**config.mk**
```make
export PLATFORM = sky130hd
export DESIGN_NAME = apb_slave_mem_flat
export DESIGN_NICKNAME = d
export VERILOG_FILES = /design/src/rtl/apb_slave_mem_if.sv /design/src/rtl/apb_slave_mem.sv /design/src/flat_wrapper.sv
export SDC_FILE = /design/constraint.sdc
export NUM_CORES = 1
export LEC_CHECK = 0
export CORE_ASPECT_RATIO = 1.75
export CORE_MARGIN = 4
export CORE_UTILIZATION = 55
export DETAILED_ROUTE_END_ITERATION = 8
export GPL_TIMING_DRIVEN = 0
export PLACE_DENSITY = 0.75
export SLEW_MARGIN = 20
export SYNTH_ARGS = -nofsm -noshare
export SYNTH_HDL_FRONTEND = slang
export SYNTH_SLANG_ARGS = --single-unit
```
**constraint.sdc**
```tcl
create_clock -name Pclk -period 3.9 [get_ports Pclk]
set_input_delay 1.17 -clock Pclk [delete_from_list [all_inputs] [get_ports Pclk]]
set_output_delay 1.17 -clock Pclk [all_outputs]
set_load 0.02 [all_outputs]
```
**src/rtl/apb_slave_mem_if.sv**
```systemverilog
// APB bus bundle (4-bit address, 8-bit data) between one master and one completer.
// The master modport drives the request side; the slave modport drives the response.
interface apb_slave_mem_if;
  logic       Psel;
  logic       Penable;
  logic       Pwrite;
  logic [3:0] Paddr;
  logic [7:0] PWdata;
  logic [7:0] PRdata;
  logic       Pready;
  logic       Pslverr;

  modport master (
    output Psel, Penable, Pwrite, Paddr, PWdata,
    input  PRdata, Pready, Pslverr
  );

  modport slave (
    input  Psel, Penable, Pwrite, Paddr, PWdata,
    output PRdata, Pready, Pslverr
  );
endinterface

```
**src/rtl/apb_slave_mem.sv**
```systemverilog
// APB completer holding a 16x8 register file; addresses >= ADDR_LIMIT answer with Pslverr.
// Define APB_SLAVE_WAIT_EN to stretch every transfer by WAIT_CYCLES wait states.
module apb_slave_mem #(
  parameter int unsigned ADDR_LIMIT  = 12,
  parameter int unsigned WAIT_CYCLES = 2
) (
  input logic             Pclk,
  input logic             Presetn,
  apb_slave_mem_if.slave  bus
);

  typedef enum logic [1:0] {IDLE, SETUP, ACCESS} state_e;

  state_e     state_q, state_d;
  logic [7:0] mem_q [16];
  logic [7:0] mem_d [16];

  logic in_xfer;
  logic active;
  logic cnt_zero;
  logic complete;
  logic addr_err;

  assign in_xfer  = (state_q == SETUP) || (state_q == ACCESS);
  assign active   = bus.Psel & bus.Penable & in_xfer;
  assign complete = active & cnt_zero;
  assign addr_err = (32'(bus.Paddr) >= ADDR_LIMIT);

`ifdef APB_SLAVE_WAIT_EN
  localparam logic [2:0] WAIT_LOAD = WAIT_CYCLES[2:0];

  logic [2:0] cnt_q, cnt_d;

  // Counter is armed by every setup phase and drains one step per Penable cycle.
  always_comb begin
    cnt_d = cnt_q;
    if (bus.Psel && !bus.Penable) begin
      cnt_d = WAIT_LOAD;
    end else if (active && (cnt_q != 3'd0)) begin
      cnt_d = cnt_q - 3'd1;
    end
  end

  always_ff @(posedge Pclk or negedge Presetn) begin
    if (!Presetn) begin
      cnt_q <= 3'd0;
    end else begin
      cnt_q <= cnt_d;
    end
  end

  assign cnt_zero = (cnt_q == 3'd0);
`else
  logic unused_wait_cfg;

  assign unused_wait_cfg = ^WAIT_CYCLES;
  assign cnt_zero        = 1'b1;
`endif

  // SETUP means a setup phase was seen; a completed transfer always returns to IDLE,
  // so a back-to-back setup phase re-enters SETUP on the following edge.
  always_comb begin
    state_d = state_q;
    unique case (state_q)
      IDLE: begin
        if (bus.Psel && !bus.Penable) state_d = SETUP;
      end
      SETUP: begin
        if (!bus.Psel) begin
          state_d = IDLE;
        end else if (bus.Penable) begin
          state_d = cnt_zero ? IDLE : ACCESS;
        end
      end
      ACCESS: begin
        if (!bus.Psel || !bus.Penable || cnt_zero) state_d = IDLE;
      end
      default: state_d = IDLE;
    endcase
  end

  always_comb begin
    mem_d = mem_q;
    if (complete && bus.Pwrite && !addr_err) begin
      mem_d[bus.Paddr] = bus.PWdata;
    end
  end

  always_ff @(posedge Pclk or negedge Presetn) begin
    if (!Presetn) begin
      state_q <= IDLE;
      for (int i = 0; i < 16; i++) begin
        mem_q[i] <= 8'h00;
      end
    end else begin
      state_q <= state_d;
      mem_q   <= mem_d;
    end
  end

  assign bus.Pready  = complete;
  assign bus.Pslverr = complete & addr_err;
  assign bus.PRdata  = (complete && !bus.Pwrite && !addr_err) ? mem_q[bus.Paddr] : 8'h00;

endmodule

```
**src/flat_wrapper.sv**
```systemverilog
// flat-port wrapper written by rule: the top's interface ports become plain ports
module apb_slave_mem_flat 
#(
  parameter int unsigned ADDR_LIMIT  = 12,
  parameter int unsigned WAIT_CYCLES = 2
)
  (Pclk, Presetn, bus_Psel, bus_Penable, bus_Pwrite, bus_Paddr, bus_PWdata, bus_PRdata, bus_Pready, bus_Pslverr);
  apb_slave_mem_if bus_i ();
  input logic Pclk;
  input logic Presetn;
  input wire logic [$bits(bus_i.Psel)-1:0] bus_Psel;
  input wire logic [$bits(bus_i.Penable)-1:0] bus_Penable;
  input wire logic [$bits(bus_i.Pwrite)-1:0] bus_Pwrite;
  input wire logic [$bits(bus_i.Paddr)-1:0] bus_Paddr;
  input wire logic [$bits(bus_i.PWdata)-1:0] bus_PWdata;
  output wire logic [$bits(bus_i.PRdata)-1:0] bus_PRdata;
  output wire logic [$bits(bus_i.Pready)-1:0] bus_Pready;
  output wire logic [$bits(bus_i.Pslverr)-1:0] bus_Pslverr;
  assign bus_i.Psel = bus_Psel;
  assign bus_i.Penable = bus_Penable;
  assign bus_i.Pwrite = bus_Pwrite;
  assign bus_i.Paddr = bus_Paddr;
  assign bus_i.PWdata = bus_PWdata;
  assign bus_PRdata = bus_i.PRdata;
  assign bus_Pready = bus_i.Pready;
  assign bus_Pslverr = bus_i.Pslverr;
  apb_slave_mem #(.ADDR_LIMIT(ADDR_LIMIT), .WAIT_CYCLES(WAIT_CYCLES)) u_core (.Pclk(Pclk), .Presetn(Presetn), .bus(bus_i));
endmodule
```
# [After elaboration in Yosys (flattened, before gate mapping)]
# Cells that the tools add are included.
[classes] reduce_logical=12 magnitude_cmp=3 mux=11 bitwise=4 n_eq_ne=4
[ops] op="$bwmux W128" count=1
[ops] op="$bmux W8 S4" count=1
[ops] op="$demux W8 S4" count=1
[ops] op="$mux W8" count=4
[ops] op="$logic_and A1 B1 Y1" count=6
[ops] op="$mux W2" count=3
[ops] op="$ge A5 B5 Y1 const B" count=1
[ops] op="$lt A5 B1 Y1 const B" count=1
[ops] op="$not A4 Y5" count=1
[ops] op="$ge A4 B4 Y1 const B" count=1
[ops] op="$pmux W2 S2" count=1
[ops] op="$and A1 B1 Y1" count=3
[ops] op="$logic_not A1 Y1" count=3
[ops] op="$ne A3 B3 Y1 const B" count=1
[ops] op="$eq A2 B1 Y1 const B" count=1
[ops] op="$eq A2 B2 Y1 const B" count=1
[ops] op="$logic_not A2 Y1" count=1
[ops] op="$ne A2 B1 Y1 const B" count=1
[ops] op="$reduce_and A2 Y1" count=1
[ops] op="$logic_or A1 B1 Y1" count=1
[word_totals] inputBits=17 elab_cells=51 regBits=130 output_inout_bits=10

# [Logic depth before layout (Yosys ltp)]
# Gate-level depths: netlist of run 1.
[logic_depth] depth_word=6 depth_mapped=5 depth_no_buf=4

# [Worst setup path after synthesis of run 1]
# No wires, ideal clock.
[synth_timing] path_kind="input-to-output" start="input port bus_Paddr[0]" end="output port bus_PRdata[0]" required_time_ps=2730 setup_slack_ps=270 path_buffers=2 arrival_ps=2460 cell_stages=5 cell_sequence="clkbuf_1 > buf_2 > mux4_2 > inv_1 > o221ai_1"
[synth_via] elab_chain_len=5 word_cells_on_any_way=8 classes_between="1 x order compare; 4 x mux; 1 x bitwise; 2 x reduce/logical"
[synth_rtl] element="start: declaration" line_no="flat_wrapper.sv:14" source="input wire logic [$bits(bus_i.Paddr)-1:0] bus_Paddr;"
[synth_rtl] element="$not A4 Y5 (implied by the code)" line_no="apb_slave_mem.sv:103" source="assign bus.PRdata = (complete && !bus.Pwrite && !addr_err) ? mem_q[bus.Paddr] : 8'h00;"
[synth_rtl] element="$bmux W8 S4" line_no="apb_slave_mem.sv:103"
[synth_rtl] element="$mux W8 (implied by the code) (2 in a row)" line_no="apb_slave_mem.sv:103"
[synth_rtl] element="$mux W8 *" line_no="apb_slave_mem.sv:103"
[synth_rtl] element="end: declaration" line_no="flat_wrapper.sv:16" source="output wire logic [$bits(bus_i.PRdata)-1:0] bus_PRdata;"
# Mark *: on every way between the ends. The rest lies on a longest branch, timed or not. The select of a mux whose other input is x is not followed.

# [Final worst setup path of run 1]
[layout_timing] start="input port bus_Paddr[3]" end="output port bus_PRdata[7]"
# Same word-level chain as after synthesis.

==> impl_metrics.toml, run 1 <==
[cts]
cts.sinks = 97
clk_path_buf_depth = 2
cts_made_buffers = 9
cts-root-buf = "clkbuf_16"
cts_hold_buf = 0
cts_tree = "done"
cts.clk_slew.worst_paths_ns = 0.07
clk-insertion-delay-late_ns = 0.35
htree_num_levels = 3

[min_path]
hp-class = "reg2reg"

[pwr]
p_per_area_mw_per_mm2 = 426.1
peakVddDrop_v = 0.0003218
power_uw = 2268
p_leak_uw = 0.002550

[final_layout]
fillCellCount = 566
stdcell_count = 427
drive_gt1_share_pct = 51.34
area_growth_pct = 16.58
finish.net_count = 349
antenna_cells = 0
final_util_pct = 66.38

[global_routing]
met3_usage_pct = 4.342
top_usage_layer = "met2"
antenna_found_initial = 0
grt_pass1_wl_microns = 16120
overflow = 0
use_met1_pct = 27.72
use_met2_pct = 37.62
track_usage_pct = 21.97
grt_max_degree = 80
grt_pass1_vias = 2930

[yosys]
yosys.cell_count.top_type = "dfrtp_1"
syn_inst = 295
synth.area.top_cells = "dfrtp_1 (53%), mux2_2 (24%), mux4_2 (12%), o221ai_1 (1.5%), nand3_1 (1.4%)"
synth_area_per_cell_sq_um = 15.47
synth_seq_cells = 97
synth_top_area_share_pct = 53.18
synth_cell_types = 22
synth.cell_area_sq_mm = 0.004564
yosysWarnings = 0
yosys_most_used_dff = "dfrtp_1"
synth-seq-area-share_pct = 53.18
async_flop_share_pct = 100.0
synth_nets = 312
synth_edf_count = 0
yosysTopAreaCell = "dfrtp_1"
synth_commonest_cells = "dfrtp_1 (97), mux2_2 (96), mux4_2 (24)"

[worst_setup_path]
critPathLaunchType = "primary input"
cp_data_required_time_ns = 2.73
worstPathArrival_ns = 2.63
worstSetupEndpointType = "primary output"
rrSetupSlack_ns = 1.89
crit_type = "in2out"
path_max_fanout = 9

[drt]
vias = 2712
drt-initial-drc-count = 209
drc = 0
detail_route.vias_per_cell = 6.351
ant_nets = 0
wl_per_cell_microns = 23.33
wl_microns = 9962
drt_first_pass_iters = 4

[placement]
numPortBuffers = 23
placedCellCount = 409
hpwl_microns = 6482
place.gp.congestion = 0.8211

[floorplanning]
dieWidth_microns = 76.87
rows = 43
start_util_pct = 56.94
ios = 27
die_h_microns = 128.5
fp.coreArea_sq_mm = 0.008016
dieArea_sq_mm = 0.009878

[sta]
fin_crit_sh_pct = 97.53
rsz0062_at_grt = "false"
slew_headroom_pct = 36.77
finalClockSkew_ns = 0.007944
fmax_mhz = 262.9
maxSlewViolCount = 0
hold_viol_final = 0
finalCriticalPeriod_ns = 3.804
worst_pin_slew_ns = 0.9433
setup_violations = 0

[outcome]
status = "finished clean"

[flow_run]
drv_cap = 0
[final timing paths]
kind                                          end              start  cells after the start
worst min register to register   u_core.mem_q[97]   u_core.mem_q[97]                      1
worst max register to register   u_core.mem_q[49]  u_core.state_q[0]                      3
worst min-delay path             u_core.mem_q[97]   u_core.mem_q[97]                      1
worst max-delay path                bus_PRdata[7]       bus_Paddr[3]                      6
min in group asynchronous       u_core.mem_q[126]            Presetn                      1
max in group asynchronous        u_core.mem_q[82]            Presetn                      2
[final cells by class]
type                    count  area, sq um  share of cell area (%)
inverters                  17        65.06                   1.223
multi-input cells         163         2029                   38.14
plain buffers              17        100.1                   1.881
well taps                  90        112.6                   2.116
repair buffers             27        242.7                   4.561
flip-flops and latches     97         2427                   45.61
clock buffers               9        225.2                   4.232
clock inverters             7        118.9                   2.234
[critical path, cell delays in order]
cell and delay [ns]:
dlygate4sd2_1 0.35, and4b_2 0.36, nand3b_1 0.09, buf_4 0.19
o221ai_1 0.25, buf_2 0.21
[where the power goes]
group | leakage [uW] | switching, uW | total [uW] | internal, uW
logic | 0.00105 | 91.2 | 181 | 90.2
clock network | 0.000162 | 384 | 1010 | 626
registers | 0.00134 | 23.4 | 1080 | 1050
total | 0.00255 | 498 | 2270 | 1770
[cells in the final DEF, fill, tap and decap left out, types with 2 or more instances in the layout]
master and n:
clkinvlp_4 2, bufinv_16 3, o221ai_1 8, dfrtp_1 97, clkbuf_16 9, nand4_2 3, clkbuf_1 8, nor4_4 3
mux4_2 24, inv_1 16, buf_4 3, nand3_1 11, dlymetal6s2s_1 2, nand3_4 2, nor3_2 2, and3b_1 2
buf_6 3, dlygate4sd2_1 3, mux2_2 96, clkdlybuf4s50_1 9, clkinv_2 2, nand3b_1 3, buf_2 12
[through the flow]
step                area, sq um  setup TNS, ns  hold slack [ns]  setup WS [ns]
floorplan                  4564              0           0.4739         0.2701
global route               5321              0           0.5096        0.02585
finish                     5321              0           0.5026        0.09632
detailed placement         4936         -8.730           0.4878         -1.036
CTS                        5290              0           0.5030       0.001082
global placement           4907        -181.31           0.4819         -1.791
[routing by layer]
metal	part of all wire [%]	vias to the layer above	wire length [microns]
met3	2.8	14	281
met2	52	43	5230
li1	-	1186	-
met1	43	1469	4260
met5	0	-	0
met4	1.9	0	190
[what timing repair did]
item / in CTS / in global routing
pin swaps: 1 / 1
buffers inserted: 2 / 1
gates resized for setup: 54 / 9
setup endpoints to repair: 10 / 9
[registers in the layout, indices dropped and copies added, names as in the netlist]
signal / count
u_core.mem_q: 96
u_core.state_q: 1
[kinds of logic (layout without fill, tap and decap cells)]
kind of cell           count (synthesis)  in the layout  share of synthesized area [%]
multiplexers                         120            120                          35.53
flip-flops                            97             97                          53.18
AND/OR/NAND/NOR                       35             35                          6.662
buffers and inverters                 35             77                          3.098
AO/OA/AOI/OAI                          8              8                          1.535
(Power assumes the default switching activity.)
==> inputs of run 2 (changes only) <==
--- a/config.mk
+++ b/config.mk
@@ -8,8 +8,10 @@
 export CORE_ASPECT_RATIO = 1.75
 export CORE_MARGIN = 4
 export CORE_UTILIZATION = 55
+export CTS_CLUSTER_SIZE = 30
 export DETAILED_ROUTE_END_ITERATION = 8
 export GPL_TIMING_DRIVEN = 0
+export HOLD_SLACK_MARGIN = 0.03
 export PLACE_DENSITY = 0.75
 export SLEW_MARGIN = 20
 export SYNTH_ARGS = -nofsm -noshare
==> results of run 2 <==
No change in the layout: final DEF, timing and power equal those of run 1.
==> inputs of run 3 (changes only) <==
--- a/config.mk
+++ b/config.mk
@@ -5,15 +5,17 @@
 export SDC_FILE = /design/constraint.sdc
 export NUM_CORES = 1
 export LEC_CHECK = 0
+export CELL_PAD_IN_SITES_DETAIL_PLACEMENT = 0
+export CELL_PAD_IN_SITES_GLOBAL_PLACEMENT = 1
 export CORE_ASPECT_RATIO = 1.75
 export CORE_MARGIN = 4
-export CORE_UTILIZATION = 55
+export CORE_UTILIZATION = 49
 export CTS_CLUSTER_SIZE = 30
 export DETAILED_ROUTE_END_ITERATION = 8
 export GPL_TIMING_DRIVEN = 0
 export HOLD_SLACK_MARGIN = 0.03
-export PLACE_DENSITY = 0.75
-export SLEW_MARGIN = 20
+export PLACE_DENSITY_LB_ADDON = 0.08
+export SLEW_MARGIN = 10
 export SYNTH_ARGS = -nofsm -noshare
 export SYNTH_HDL_FRONTEND = slang
 export SYNTH_SLANG_ARGS = --single-unit
==> impl_metrics.toml, run 3 (synthesis results as in run 1) <==
[sta]
finalClockSkew_ns = 0.004726
fmax_mhz = 262.1
fin_crit_sh_pct = 97.82
hold_viol_final = 0
tns_ns = 0
maxSlewViolCount = 0
rsz0062_at_grt = "false"
slew_headroom_pct = 43.05
finalCriticalPeriod_ns = 3.815
final.setup.worst_slack_ns = 0.08500
worst_pin_slew_ns = 0.8496
setup_violations = 0
hold_ws_ns = 0.5010

[worst_setup_path]
r2r_cells = 3
cp_slowest_stage_delay_ns = 0.38
critPathLaunchType = "primary input"
reg2reg_to = "u_core.mem_q[86]"
cp_data_required_time_ns = 2.73
path_max_fanout = 10
crit_family = "buffers and inverters"
rrSetupSlack_ns = 1.94
path_cells = "buf_2 -> buf_2 -> mux4_2 -> nand3_1 -> o221ai_1 -> buf_2"
crit_end = "bus_PRdata[3]"
worstSetupEndpointType = "primary output"
critPathSlowestCell = "mux4_2"
startpoint = "bus_Paddr[1]"
crit_type = "in2out"
r2r-start = "u_core.state_q[0]"
worst-path-stages = 6
worst_path_most_repeated_cell = "buf_2"
worstPathArrival_ns = 2.64
path_buf_inv = 3

[cts]
cts.clk_slew.worst_paths_ns = 0.07
htree_num_levels = 3
clk-insertion-delay-late_ns = 0.34
cts_hold_buf = 0
cts-root-buf = "clkbuf_16"
cts_made_buffers = 9
cts_tree = "done"
cts.sinks = 97
clk_path_buf_depth = 2

[final_layout]
reg_top3 = "u_core.mem_q: 96 flops, u_core.state_q: 1 flops"
regMostFlops = "u_core.mem_q"
fillCellCount = 780
antenna_cells = 0
area_growth_pct = 18.17
final_cell_mix = "dfrtp_1 (97), mux2_2 (96), mux4_2 (24)"
largest_register_ffs = 96
drive_gt1_share_pct = 51.93
final_common_cell = "dfrtp_1"
finish.net_count = 349

[pwr]
peakVddDrop_v = 0.0004183
p_per_area_mw_per_mm2 = 435.7
p_leak_uw = 0.002556

[drt]
ant_nets = 0
drt_first_pass_iters = 4
drt-initial-drc-count = 112
vias = 2676
drc = 0
wl_microns = 10310
detail_route.vias_per_cell = 5.856
wl_per_cell_microns = 22.57

[placement]
place.gp.congestion = 0.8160
place_ws_ns = -1.038
hpwl_microns = 7089
numPortBuffers = 23

[outcome]
status = "finished clean"

[global_routing]
antenna_found_initial = 0
overflow = 0
track_usage_pct = 21.08
grt_pass1_vias = 2977
grt_pass1_wl_microns = 16560
grt_max_degree = 67

[floorplanning]
rows = 46
start_util_pct = 50.19
die_h_microns = 135.7
dieWidth_microns = 80.96
dieArea_sq_mm = 0.01098
fp.coreArea_sq_mm = 0.009094
ios = 27

[min_path]
whs_path_depth = 1
hp-class = "reg2reg"

[flow_run]
drv_cap = 0
## run 3: where the power goes
part / switching [uW] / internal, uW
sequential: 22.5 / 1050
clock: 380 / 711
combinational: 94.6 / 89.4
total: 497 / 1850
## run 3: final cells by class
cell class | count | area [sq um] | area share (%)
Inverter | 17 | 68.82 | 1.276
Tap cell | 120 | 150.1 | 2.784
Buffer | 17 | 93.84 | 1.740
Clock buffer | 10 | 239.0 | 4.431
Multi-Input combinational cell | 163 | 2042 | 37.86
Sequential cell | 97 | 2427 | 45.00
Clock inverter | 6 | 136.4 | 2.528
Timing Repair Buffer | 27 | 236.5 | 4.384
## run 3: metrics by stage
step	util [%]	total power, uW	cells	area, sq um
final	59.31	2350	457	5394
after global routing	59.31	2430	457	5394
after CTS	59.20	2377	456	5384
after detailed placement	54.65	1275	439	4970
after global placement	54.38	1266	438	4945
after floorplan	-	1196	295	4564
## run 3: how the worst min path moves through the flow
stage	from	slack [ns]	to
global route	u_core.mem_q[60]	0.51	u_core.mem_q[60]
CTS	u_core.mem_q[75]	0.50	u_core.mem_q[75]
floorplan	u_core.mem_q[104]	0.47	u_core.mem_q[104]
finish	u_core.mem_q[43]	0.50	u_core.mem_q[43]
detailed placement	u_core.mem_q[43]	0.49	u_core.mem_q[43]
global placement	u_core.mem_q[107]	0.48	u_core.mem_q[107]
## run 3: layer usage
metal	up-vias	share of wire [%]	track usage, %
met4	0	2.2	7.989
met5	-	0	0
met2	61	53	36.23
met3	16	3.3	3.529
li1	1180	-	-
met1	1419	41	26.22
## run 3: worst reg2reg max path, delay by kind of cell, from the launching register on
family | cells | cell delay (ns)
simple gates | 2 | 1.00
flops | 1 | 0.43
mux | 1 | 0.42
## run 3: timing repair
item	4_1_cts	5_1_grt
setup endpoints to repair	10	8
resized for setup	60	1
setup buffers	2	1
pin swaps	1	1
==> RTL edit 1: new RTL, flow settings as in run 3 <==
Build with the macro `APB_SLAVE_WAIT_EN` defined.
--- a/src/rtl/apb_slave_mem.sv
+++ b/src/rtl/apb_slave_mem.sv
@@ -1,5 +1,7 @@
 // APB completer holding a 16x8 register file; addresses >= ADDR_LIMIT answer with Pslverr.
 // Define APB_SLAVE_WAIT_EN to stretch every transfer by WAIT_CYCLES wait states.
+`define APB_SLAVE_WAIT_EN
+
 module apb_slave_mem #(
   parameter int unsigned ADDR_LIMIT  = 12,
   parameter int unsigned WAIT_CYCLES = 2
Behaviour: not the same (a bounded check fails within 4 cycles, from zero or initial values and one cycle with Presetn low).
==> RTL edit 1 against run 3 <==
Non-clock buffer count grew 6. Synthesized cell count grew 14%. Synthesized area rose by 7.1%. Setup slack got worse by 2.1 ps. First-iteration DRC count increased by 16%. Wire length grew 2.8%. Sequential cell count up 4. Final area grew 7.9%. Critical path type unchanged.
Power is not compared: it rests on default switching activity, and its combinational part moved more than twofold at a synthesized area within 25%.
==> RTL edit 1: results <==
set metrics [dict create \
    yosysUniqueCellTypes 41 \
    period_minus_slack_ps 3820 \
    postPlaceCellArea_um2 5320 \
    r2r_end "u_core.mem_q[58]$_DFFE_PN0P_" \
    nets 398 \
    firstDrtPassIters 6 \
    clock_cell_area_share 0.0600 \
    drt-initial-drc-count 130 \
    num-fill-cells 772 \
    buffer_area_frac 0.0789 \
    top_regs "u_core.mem_q x96, u_core.cnt_q x3, u_core.state_q x2" \
    nClkBuffers 11 \
    switching_power_uw 632 \
    preCtsSetupSlack_ps -1220 \
    wirelength_um 10600 \
    placed_cells 487 \
    layout-drive-gt1-share 0.487 \
    multiInputGateArea_um2 2290 \
    ys_top_cells_by_count "101 x dfrtp_1, 101 x mux2_2, 23 x mux4_2" \
    inv_count 9 \
    crit_family "buffers and inverters" \
    final_util 0.594 \
    hpwl_um 7470 \
    synth_area_leaders "dfrtp_1 52%, mux2_2 23%, mux4_2 11%, ha_1 1.5%, clkbuf_1 0.92%" \
    worstSetupStartpoint "bus_Paddr[3]" \
    grt_max_degree 55 \
    antenna-diode-count 0 \
    crit_end "bus_Pslverr" \
    status "complete, no violations" \
    seqCellArea_um2 2530 \
    skew_ps 7.01 \
    core_area_um2 9790 \
    clkLatencyLatePin_ps 350 \
    track_usage 0.198 \
    multi_input_cells 204 \
    tightest_slew_ps 976 \
    critical_path.max_stage_delay_ps 600 \
    synth_fa_ha_area_frac 0.0154 \
    r2r_slack_ps 1320 \
    syn_area_per_cell_um2 14.5 \
    routedWlPerCell_um 21.0 \
    gp_congestion 0.806 \
    cpMaxStageDelayCell "clkdlybuf4s50_1" \
    grt_pass1_wl_um 17600 \
    synth-compound-area-share 0.0302 \
    yosysSeqAreaShare 0.517 \
    place.port_buffers 25 \
    grt_pass1_vias 3099 \
    synth_mux_area_frac 0.343 \
    worstRegToRegCells 7 \
    signal_buffers 50 \
    vias 2890 \
    seq_cell_count 101 \
    syn_nets 359 \
]
## RTL edit 1: worst min path at each step
stage                                 startpoint  slack (ps)  depth (start not counted)                      endpoint
finish              u_core.mem_q[69]$_DFFE_PN0P_         500                          1  u_core.mem_q[69]$_DFFE_PN0P_
global route        u_core.mem_q[81]$_DFFE_PN0P_         520                          1  u_core.mem_q[81]$_DFFE_PN0P_
CTS                 u_core.mem_q[42]$_DFFE_PN0P_         510                          1  u_core.mem_q[42]$_DFFE_PN0P_
detailed placement  u_core.mem_q[72]$_DFFE_PN0P_         490                          1  u_core.mem_q[72]$_DFFE_PN0P_
global placement    u_core.mem_q[64]$_DFFE_PN0P_         480                          1  u_core.mem_q[64]$_DFFE_PN0P_
floorplan            u_core.cnt_q[2]$_DFFE_PN0P_         470                          1   u_core.cnt_q[2]$_DFFE_PN0P_
## RTL edit 1: cells by family after synthesis
| logic type | count (synthesis) |
|---|---|
| AO/OA/AOI/OAI | 20 |
| buffers and inverters | 31 |
| AND/OR/NAND/NOR | 52 |
| multiplexers | 126 |
| flip-flops | 101 |
| adder cells (fa/ha/maj) | 6 |
## RTL edit 1: timing repair
item / CTS / global route
gates resized for setup: 75 / 23
hold buffers: 0 / 0
pin swaps: 2 / 4
cloned: 1 / 0
buffers inserted: 1 / 0
setup endpoints to repair: 10 / 9
endpoints found under the hold margin: 0 / 0
## RTL edit 1: routing by layer
| metal | up-vias | part of all wire | GRT usage |
|---|---|---|---|
| met5 | - | 0 | 0 |
| met2 | 49 | 0.54 | 0.343 |
| met4 | 0 | 0.014 | 0.0559 |
| met1 | 1512 | 0.42 | 0.250 |
| met3 | 14 | 0.031 | 0.0424 |
| li1 | 1315 | - | - |
==> RTL edit 2: new RTL, settings of run 3 <==
Without the edit above. Re-encode `state_e` (3 states) as one-hot, 3 bits wide.
--- a/src/rtl/apb_slave_mem.sv
+++ b/src/rtl/apb_slave_mem.sv
@@ -9,7 +9,7 @@
   apb_slave_mem_if.slave  bus
 );
 
-  typedef enum logic [1:0] {IDLE, SETUP, ACCESS} state_e;
+  typedef enum logic [2:0] {IDLE = 3'b001, SETUP = 3'b010, ACCESS = 3'b100} state_e;
 
   state_e     state_q, state_d;
   logic [7:0] mem_q [16];
Formal check against the unedited RTL: same outputs for any inputs over 4 cycles, from zero or initial values and one cycle with Presetn low; so few cycles prove little.
==> RTL edit 2 against run 3 <==
Wire length is 0.55% higher. Final area is 3.1% higher. Count of clock-buffer cells in the layout is 3 higher. Sequential cell count is 1 higher. Total power is 13% lower. Combinational power is 26% lower. First-iteration DRC count is 21% higher. Setup slack worse by 25 ps. Synthesized area is 3.6% higher. Largest cell class unchanged.
==> RTL edit 2: results <==
set metrics [dict create \
    status "complete, no violations" \
    num-fill-cells 778 \
    grt_pass1_wl_um 16400 \
    top_regs "u_core.mem_q x96, u_core.state_q x2" \
    antenna-diode-count 0 \
    p_leak_nw 2.67 \
    hold_class "register to register" \
    routedWlPerCell_um 22.9 \
    firstDrtPassIters 4 \
    yosysSeqAreaShare 0.519 \
    antenna_found_initial 0 \
    r2r_start "u_core.state_q[0]$_DFFE_PN1P_" \
    clkLatencyLatePin_ps 340 \
    synth_ff_type "dfrtp_1" \
    critical_path.max_stage_delay_ps 400 \
    cts.reportedPaths.clkPinSlew_ps 60 \
    ctsHtreeMaxLevel 3 \
    place.port_buffers 23 \
    gp_congestion 0.750 \
    ys_top_cells_by_count "97 x dfrtp_1, 91 x mux2_2, 24 x mux4_2" \
    grt_max_degree 65 \
    synthArstFlopShare 1.00 \
    clk_path_buf_depth 2 \
    hpwl_um 7020 \
    min_from "u_core.mem_q[50]$_DFFE_PN0P_" \
    nets 342 \
    root_buffer "clkbuf_16" \
    worstSetupStartpoint "bus_Paddr[3]" \
    hold_viol 0 \
    skew_ps 4.62 \
    path_max_fanout 10 \
    synth_area_leaders "dfrtp_1 51%, mux2_2 22%, mux4_2 11%, nor4_4 3.6%, nor4b_4 2.0%" \
    slew_headroom 0.444 \
    vias 2654 \
    cts_buffers 9 \
    cpMaxStageDelayCell "clkbuf_2" \
    preCtsSetupSlack_ps -1530 \
    syn_nets 296 \
    crit_arrival_ps 2670 \
    track_usage 0.205 \
    yosysWarnings 0 \
    grt_pass1_vias 2954 \
    yosysUniqueCellTypes 25 \
    die_w_um 82.3 \
    layout-drive-gt1-share 0.542 \
    drt-initial-drc-count 136 \
    peakVddDrop_uv 244 \
]
-- RTL edit 2: cell types whose count changed after synthesis, sizes merged, moves of 3 or more --
cell    delta
nand4      -4
and4b      +6
nor3       -3
a221o      +8
nand3     -12
nor4b      +6
nor4       +5
inv       -13
o221ai     -8
-- RTL edit 2: area by class of cell --
type                       count  area (um2)  share of cell area
sequential                    98        2450               0.441
multi-input combinational    159        2190               0.393
timing repair buffer          35         310              0.0558
clock buffer                  13         240              0.0432
buffer                        19         166              0.0299
tap                          122         153              0.0275
clock inverter                 3        40.0             0.00720
inverter                       3        11.3             0.00203
-- RTL edit 2: repair_timing --
action	CTS	global route
setup buffers	10	0
resized for setup	61	0
endpoints found under the hold margin	0	0
endpoints found under the setup margin	10	0
-- RTL edit 2: power by group --
| group | switching [mW] | leakage [nW] | internal (mW) |
|---|---|---|---|
| registers | 0.00596 | 1.36 | 1.03 |
| clock network | 0.366 | 0.138 | 0.496 |
| logic | 0.0809 | 1.17 | 0.0565 |
| total | 0.453 | 2.67 | 1.58 |
-- RTL edit 2: layer usage --
metal,vias to the layer above,global-route usage,share of wire
met5,-,0,0
met4,0,0.0693,0.016
met3,11,0.0410,0.030
met2,40,0.348,0.52
met1,1426,0.257,0.43
li1,1177,-,-
-- RTL edit 2: through the flow --
| step | setup TNS [ps] | cells | area [um2] | util | total power, mW |
|---|---|---|---|---|---|
| after global placement | -208150 | 424 | 5110 | 0.540 | 1.18 |
| final | 0 | 452 | 5560 | 0.587 | 2.03 |
| after floorplan | 0 | 279 | 4730 | - | 1.12 |
| after detailed placement | -12680 | 425 | 5140 | 0.543 | 1.18 |
| after global routing | 0 | 452 | 5560 | 0.587 | 2.11 |
| after CTS | 0 | 452 | 5560 | 0.587 | 2.05 |
-- RTL edit 2: critical path: cells and delay by family --
kind / cells / cell delay, ps
AOI/OAI and AO/OA: 1 / 350
muxes: 1 / 360
buffers and inverters: 3 / 780
-- RTL edit 2: worst paths after layout --
path                                                 end  slack [ps]  cells past startpoint
hold / removal              u_core.mem_q[50]$_DFFE_PN0P_         490                      1
min in group asynchronous   u_core.mem_q[97]$_DFFE_PN0P_         780                      1
hold reg to reg             u_core.mem_q[50]$_DFFE_PN0P_         490                      1
setup reg to reg           u_core.mem_q[103]$_DFFE_PN0P_        1730                      5
max in group asynchronous  u_core.state_q[0]$_DFFE_PN1P_        2390                      2
setup / recovery                           bus_PRdata[2]          60                      5
-- RTL edit 2: kinds of logic after synthesis --
kind of cell,count (synthesis),synth area share
XOR/XNOR,1,0.00185
AND/OR/NAND/NOR,30,0.0963
flip-flops,98,0.519
AO/OA/AOI/OAI,8,0.0169
multiplexers,120,0.343
buffers and inverters,22,0.0233
